## src/rtl/dic_status_tx.sv

```systemverilog
// dic_status_tx: streams a 14-char clock/alarm status line to a UART tx.
// Ports: clk, rst (sync, active-high), refresh, time digits + enables,
//   A1..A6 alarm chars, tx_data/tx_valid/tx_ready handshake,
//   busy (frame in progress), frame_done (1-cycle end pulse).
module dic_status_tx #(
  parameter int FRAME_LEN = 14
) (
  input  logic       clk,
  input  logic       rst,
  input  logic       refresh,
  input  logic [3:0] di_Mtens,
  input  logic [3:0] di_Mones,
  input  logic [3:0] di_Stens,
  input  logic [3:0] di_Sones,
  input  logic       dicDspMtens,
  input  logic       dicDspMones,
  input  logic       dicDspStens,
  input  logic       dicDspSones,
  input  logic [7:0] A1LocalOutput,
  input  logic [7:0] A2LocalOutput,
  input  logic [7:0] A3LocalOutput,
  input  logic [7:0] A4LocalOutput,
  input  logic [7:0] A5LocalOutput,
  input  logic [7:0] A6LocalOutput,
  output logic [7:0] tx_data,
  output logic       tx_valid,
  input  logic       tx_ready,
  output logic       busy,
  output logic       frame_done
);

  localparam logic [3:0] LAST = 4'(FRAME_LEN - 1);

  typedef enum logic [1:0] {
    S_IDLE,
    S_SEND,
    S_DONE
  } state_t;

  state_t     state;
  logic [3:0] idx;
  logic       pending;

  logic [7:0] sn_mt;
  logic [7:0] sn_mo;
  logic [7:0] sn_st;
  logic [7:0] sn_so;
  logic [7:0] sn_a1;
  logic [7:0] sn_a2;
  logic [7:0] sn_a3;
  logic [7:0] sn_a4;
  logic [7:0] sn_a5;
  logic [7:0] sn_a6;

  logic       load;
  logic [3:0] idx_nxt;
  logic [7:0] nxt_chr;
  logic [7:0] in_mt;
  logic [7:0] in_mo;
  logic [7:0] in_st;
  logic [7:0] in_so;

  function automatic logic [7:0] dig_chr(
    input logic [3:0] d,
    input logic       en
  );
    if (d > 4'd9)
      return 8'h3F;
    else if (en)
      return 8'h30 + {4'h0, d};
    else
      return 8'h20;
  endfunction

  // Digits are formatted on entry so the
  // snapshot holds ready-to-send chars.
  assign in_mt = dig_chr(di_Mtens, dicDspMtens);
  assign in_mo = dig_chr(di_Mones, dicDspMones);
  assign in_st = dig_chr(di_Stens, dicDspStens);
  assign in_so = dig_chr(di_Sones, dicDspSones);

  // A refresh seen in DONE counts as pending,
  // so back-to-back frames leave one bubble.
  assign load = ((state == S_IDLE) && refresh) ||
                ((state == S_DONE) && (pending || refresh));

  assign idx_nxt = idx + 4'd1;

  always_comb begin
    nxt_chr = 8'h00;
    case (idx_nxt)
      4'd1:    nxt_chr = sn_mo;
      4'd2:    nxt_chr = 8'h3A;
      4'd3:    nxt_chr = sn_st;
      4'd4:    nxt_chr = sn_so;
      4'd5:    nxt_chr = 8'h20;
      4'd6:    nxt_chr = sn_a1;
      4'd7:    nxt_chr = sn_a2;
      4'd8:    nxt_chr = sn_a3;
      4'd9:    nxt_chr = sn_a4;
      4'd10:   nxt_chr = sn_a5;
      4'd11:   nxt_chr = sn_a6;
      4'd12:   nxt_chr = 8'h0D;
      4'd13:   nxt_chr = 8'h0A;
      default: nxt_chr = 8'h00;
    endcase
  end

  always_ff @(posedge clk) begin
    if (rst) begin
      sn_mt <= 8'h00;
      sn_mo <= 8'h00;
      sn_st <= 8'h00;
      sn_so <= 8'h00;
      sn_a1 <= 8'h00;
      sn_a2 <= 8'h00;
      sn_a3 <= 8'h00;
      sn_a4 <= 8'h00;
      sn_a5 <= 8'h00;
      sn_a6 <= 8'h00;
    end else if (load) begin
      sn_mt <= in_mt;
      sn_mo <= in_mo;
      sn_st <= in_st;
      sn_so <= in_so;
      sn_a1 <= A1LocalOutput;
      sn_a2 <= A2LocalOutput;
      sn_a3 <= A3LocalOutput;
      sn_a4 <= A4LocalOutput;
      sn_a5 <= A5LocalOutput;
      sn_a6 <= A6LocalOutput;
    end
  end

  always_ff @(posedge clk) begin
    if (rst) begin
      state      <= S_IDLE;
      idx        <= 4'd0;
      pending    <= 1'b0;
      tx_data    <= 8'h00;
      tx_valid   <= 1'b0;
      busy       <= 1'b0;
      frame_done <= 1'b0;
    end else begin
      frame_done <= 1'b0;
      unique case (state)
        S_IDLE: begin
          if (refresh) begin
            idx      <= 4'd0;
            tx_data  <= in_mt;
            tx_valid <= 1'b1;
            busy     <= 1'b1;
            state    <= S_SEND;
          end
        end
        S_SEND: begin
          if (refresh)
            pending <= 1'b1;
          if (tx_ready) begin
            if (idx == LAST) begin
              tx_valid   <= 1'b0;
              frame_done <= 1'b1;
              state      <= S_DONE;
            end else begin
              idx     <= idx_nxt;
              tx_data <= nxt_chr;
            end
          end
        end
        S_DONE: begin
          if (pending || refresh) begin
            pending  <= 1'b0;
            idx      <= 4'd0;
            tx_data  <= in_mt;
            tx_valid <= 1'b1;
            state    <= S_SEND;
          end else begin
            busy  <= 1'b0;
            state <= S_IDLE;
          end
        end
        default: begin
          tx_valid <= 1'b0;
          busy     <= 1'b0;
          state    <= S_IDLE;
        end
      endcase
    end
  end

endmodule

```

## config.mk

```make
export PLATFORM = sky130hd
export DESIGN_NAME = dic_status_tx
export DESIGN_NICKNAME = d
export VERILOG_FILES = /design/src/rtl/dic_status_tx.sv
export SDC_FILE = /design/constraint.sdc
export NUM_CORES = 1
export LEC_CHECK = 0
export ABC_AREA = 0
export BUFFER_PORTS_ARGS = -buffer_cell sky130_fd_sc_hd__buf_4
export CAP_MARGIN = 20
export CORE_ASPECT_RATIO = 0.5
export CORE_MARGIN = 5
export CORE_UTILIZATION = 50
export CTS_CLUSTER_DIAMETER = 50
export DETAILED_ROUTE_END_ITERATION = 16
export GPL_ROUTABILITY_DRIVEN = 0
export PLACE_DENSITY = 0.74
export SLEW_MARGIN = 20
export SYNTH_ARGS = -nofsm -noshare
export SYNTH_HDL_FRONTEND = slang
export SYNTH_SLANG_ARGS = --single-unit
```

## constraint.sdc

```tcl
create_clock -name clk -period 2.5 [get_ports clk]
set_input_delay 0.25 -clock clk [delete_from_list [all_inputs] [get_ports clk]]
set_output_delay 0.25 -clock clk [all_outputs]
set_load 0.1 [all_outputs]
```

# Yosys cells after proc, flatten, opt, wreduce, memory -nomap -nowiden
# Index checks and enable logic that the tools add are counted.
# Widths: inputs -> output; s select.
[classes] add_sub_neg=5 mul=0 n_div=0 order_cmp=4 eq_ne=23 n_shift=0 n_mux=34 bitwise=2 reduce_logical=13
[op_table] op="$pmux 8 s13" n=1
[op_table] op="$mux 7" n=8
[op_table] op="$mux 8" n=4
[op_table] op="$add 6x4->7 const A" n=4
[op_table] op="$eq 4x4->1 const B" n=7
[op_table] op="$pmux 8 s3" n=1
[op_table] op="$eq 4x3->1 const B" n=4
[op_table] op="$gt 4x4->1 const B" n=4
[op_table] op="$mux 4" n=4
[op_table] op="$ne 2x2->1 const B" n=6
[op_table] op="$pmux 4 s3" n=1
[op_table] op="$reduce_and 3->1" n=3
[op_table] op="$eq 4x2->1 const B" n=2
[op_table] op="$mux 1" n=8
[op_table] op="$mux 2" n=3
[op_table] op="$pmux 1 s3" n=2
[op_table] op="$pmux 2 s3" n=1
[op_table] op="$reduce_and 5->1" n=1
[op_table] op="$add 4x1->4 const B" n=1
[op_table] op="$eq 4x1->1 const B" n=1
[op_table] op="$reduce_and 4->1" n=1
[op_table] op="$reduce_bool 3->1" n=1
[op_table] op="$reduce_or 3->1" n=1
[op_table] op="$eq 2x1->1 const B" n=1
[op_table] op="8 further kinds" n=11
[totals] reg_bits=90 latchBits=0 mem_bits_rw=0 romBits=0 out_inout_bits=11 elab_cells=97 mem_count=0

# Depth between registers and ports, before layout
[logic_depth] ltp_word=6 depth_mapped=11 mapped_depth_nobuf=8

# Worst setup path after synthesis
# OpenSTA, ideal clock, no wires.
[synth_timing] path_kind="register -> register" startpoint="register idx[0]" endpoint="register tx_data[7]" t_arrival_ns=1.934 t_required_ns=2.372 setup_slack_ns=0.439 path_stages_with_launch=10 path_buffers=2 synth_period_minus_slack_ns=2.061 path_cell_list="dfxtp_1 -> buf_2 -> inv_1 -> ha_1 -> buf_2 -> or4_1 -> o21ai_1 -> nor2_1 -> a22oi_1 -> nor2_1"
[synth_via] elab_chain_cells=6 elab_cells_between_ends=21 cone_classes="add/sub: 1; eq/ne: 15; mux: 4; reduce/logical: 1"
[synth_lines] element="start: declaration" line_no="41" text="logic [3:0] idx;"
[synth_lines] element="start signal: assignment" line_no="165" text="idx <= idx_nxt;"
[synth_lines] element="$add 4x1->4" line_no="87" text="assign idx_nxt = idx + 4'd1;"
[synth_lines] element="$eq 4x4->1 (tied with other cells)" line_no="91" text="case (idx_nxt)"
[synth_lines] element="$pmux 8 s13" line_no="91"
[synth_lines] element="$mux 8" line_no="160" text="if (idx == LAST) begin"
[synth_lines] element="$mux 8" line_no="159" text="if (tx_ready) begin"
[synth_lines] element="$pmux 8 s3" line_no="146" text="unique case (state)"
[synth_lines] element="end signal: assignment" line_no="150" text="tx_data <= in_mt;"
[synth_lines] element="end signal: assignment" line_no="166" text="tx_data <= nxt_chr;"
[synth_lines] element="end signal: assignment" line_no="174" text="tx_data <= in_mt;"
[synth_lines] element="end: declaration" line_no="25" text="output logic [7:0] tx_data,"
# Several ways; a longest one is shown, not always the timed one. The select of a mux whose other input is x is not followed.
# A chain may end at the register's enable or synchronous reset.

# Worst setup path in the final report
[layout_timing] startpoint="register idx[0]" endpoint="register tx_data[1]"
# Same word-level chain as after synthesis.

==> key figures <==
STA
  • Final setup vio count: 0
  • Worst-Margin Slew: 507 ps
  • Final Max Slew Viols: 0
  • Final hold slack: 148 ps
  • Clock Skew: 5.85 ps
  • Final WS setup: 232 ps
  • Min Tclk post-route: 2270 ps
  • RSZ-0062 raised after global routing: no
  • Max Freq: 441 MHz
  • Fin crit share: 90.7%
  • Fin. Hold Viols: 0
  • Slew margin rel.: 65.3%
  • Setup TNS: 0 ps

Routing
  • Antenna viol nets, final: 0
  • Via count: 4093
  • WL per Instance: 15.9 µm
  • Initial DRC count: 405
  • Post-Route WL: 11500 µm
  • # DRC: 0
  • Detailed Routing Iterations Pass 1: 7
  • Vias per cell: 5.68

CTS
  • Root Driver: clkbuf_16
  • Worst-Skew Late Latency: 340 ps
  • CTS tree: built
  • H-tree Lvls: 3
  • CTS Sinks: 82
  • CTS Buf Count: 9
  • CTS clk-pin slew, worst paths: 60 ps
  • Hold-fix buffers, CTS: 0
  • Postcts setup bufs: 0
  • PostCTS Resize Cnt: 0
  • Clk buf depth: 2

Layout
  • N_diodes: 0
  • Fin cells: 720
  • Final core utilization: 63.6%
  • Final instance area: 0.00503 mm²
  • Area delta synth->final: 25.0%
  • Layout cells sized above 1: 21.2%
  • Nets: 681

Critical path
  • Startpoint Class: flop
  • CP arrival: 2490 ps
  • Reg2reg end: tx_data[1]
  • Reg2Reg Depth: 8
  • CP max FO: 10
  • Worst setup EP type: flop
  • Reg-to-reg startpoint: idx[0]
  • Critical path type: reg -> reg
  • Worst reg-to-reg setup slack: 230 ps
  • CP required: 2720 ps

Yosys
  • Post-synthesis register bit count: 82
  • Synth Instances: 532
  • Post-synthesis cell type count: 59
  • Post-synthesis sequential area ratio: 40.8%
  • Synthesized area: 0.00403 mm²
  • Most common cell in the netlist: nand2_1
  • Synth Warn #: 0
  • Post-synth EDFFs: 0
  • FFs w/ async S/R, synth: 0%
  • Top cells by area, synth: dfxtp_1 41%, nand2_1 11%, a21oi_1 10%
  • Area leader, netlist: dfxtp_1
  • Area share of the largest cell type after synthesis: 40.8%
  • Mapped Nets: 610
  • Commonest cells in the netlist: 123 x nand2_1, 84 x a21oi_1, 82 x dfxtp_1, 47 x nor2_1, 22 x clkbuf_1
  • Syn Area/Cell: 7.57 µm²
  • Ys flop type: dfxtp_1

Global route
  • Met3 Use GR: 8.96%
  • M2 GR Usage: 33.0%
  • Overflow after GRT: 0
  • First-pass GRT wire length: 18500 µm
  • Grt met1 use: 34.5%
  • Largest net degree at the start of global routing: 45
  • Initial antenna violation count: 0
  • Vias in the first global route: 3659
  • GRT Util Overall: 23.6%
  • Most Crowded Layer GR: met1

Place
  • Port Buf Inserts: 82
  • Placed Cells: 704
  • Placed inst area: 0.00475 mm²
  • Setup slack at placement: 91.6 ps
  • Final HPWL DP: 8550 µm

Hold path
  • Beginning of the worst hold path: A4LocalOutput[0]
  • Worst hold stages: 3
  • Hold EP: sn_a4[0]
  • Hold Crit Class: in -> reg

Die
  • # rows: 23
  • Die height: 73.4 µm
  • CORE AREA: 0.00791 mm²
  • Die area: 0.0101 mm²
  • Initial Util: 50.9%
  • Die width: 137 µm
  • I/O pin cnt: 83

Run status
  • Status: completed

Pwr
  • Final total power: 3.17 mW
  • Power density over cell area: 630 mW/mm²
  • P_leak: 1.98 nW
  • Max VDD drop: 0.000333 V

Run
  • Max-Cap Viols: 0
logic make-up (layout without fill, tap and decap cells):
kind of cell	Yosys count	count (layout)	share of synthesized area, %
xor gates and xnor gates	3	3	0.839
adders and majority gates	6	6	1.87
DFF	82	82	40.8
muxes	4	4	0.995
and+or+nand+nor	230	230	25.6
buffers and inverters	46	122	4.94
AOI/OAI and AO/OA	161	161	25.0
flip-flops by register name (all words and copies together), names as in the netlist:
name,count
tx_data,8
sn_a3,8
state,2
sn_so,6
sn_a2,8
tx_valid,1
sn_a6,8
frame_done,1
sn_a1,8
pending,1
sn_st,5
sn_mo,5
busy,1
sn_a5,8
sn_a4,8
idx,4
cell type report:
cell class	instances	area, µm²
well taps	112	140
flip-flops and latches	82	1640
clock inverters	6	42.5
multi-input cells	404	2200
clock buffers	10	229
fillers	740	2880
inverters	5	18.8
repair buffers	101	758
metal layers:
metal  part of all wire, %  vias up
met5                     0        -
met2                    43      171
li1                      -     2019
met1                    47     1891
met4                  0.97        0
met3                   9.3       12
worst max-delay path, cell delays in order (launching register included):
cell and delay (ps):
dfxtp_1 450, inv_1 110, ha_1 390, a22o_1 360, nand2_1 80, a21oi_1 60
a2111oi_0 380, and4b_1 250, o22ai_1 80
layout by cell type (no fill, tap or decap), types with 9 or more instances in the layout:
cell       Yosys  routed
a21oi_1       84      84
a22oi_1       12      11
buf_4          3     101
clkbuf_16      0       9
dfxtp_1       82      81
nand2_1      123     123
nand3_1       11      11
nor2_1        47      46
nor3_1        13      13
o21ai_0       16      16
power breakdown:
part / switching [mW] / leakage [nW] / internal, mW
registers: 0.0660 / 0.675 / 1.39
clock network: 0.528 / 0.129 / 0.673
logic: 0.308 / 1.18 / 0.201
total: 0.902 / 1.98 / 2.27
how the worst max path moves through the flow:
stage / endpoint / start / cells past startpoint
after floorplan: tx_data[7] / idx[0] / 9
after global placement: tx_data[3] / idx[1] / 7
after detailed placement: tx_data[3] / idx[1] / 7
after CTS: tx_data[3] / idx[1] / 7
after global routing: tx_data[4] / idx[1] / 7
final: tx_data[1] / idx[0] / 8
No activity file was read; power rests on OpenSTA's default activity.
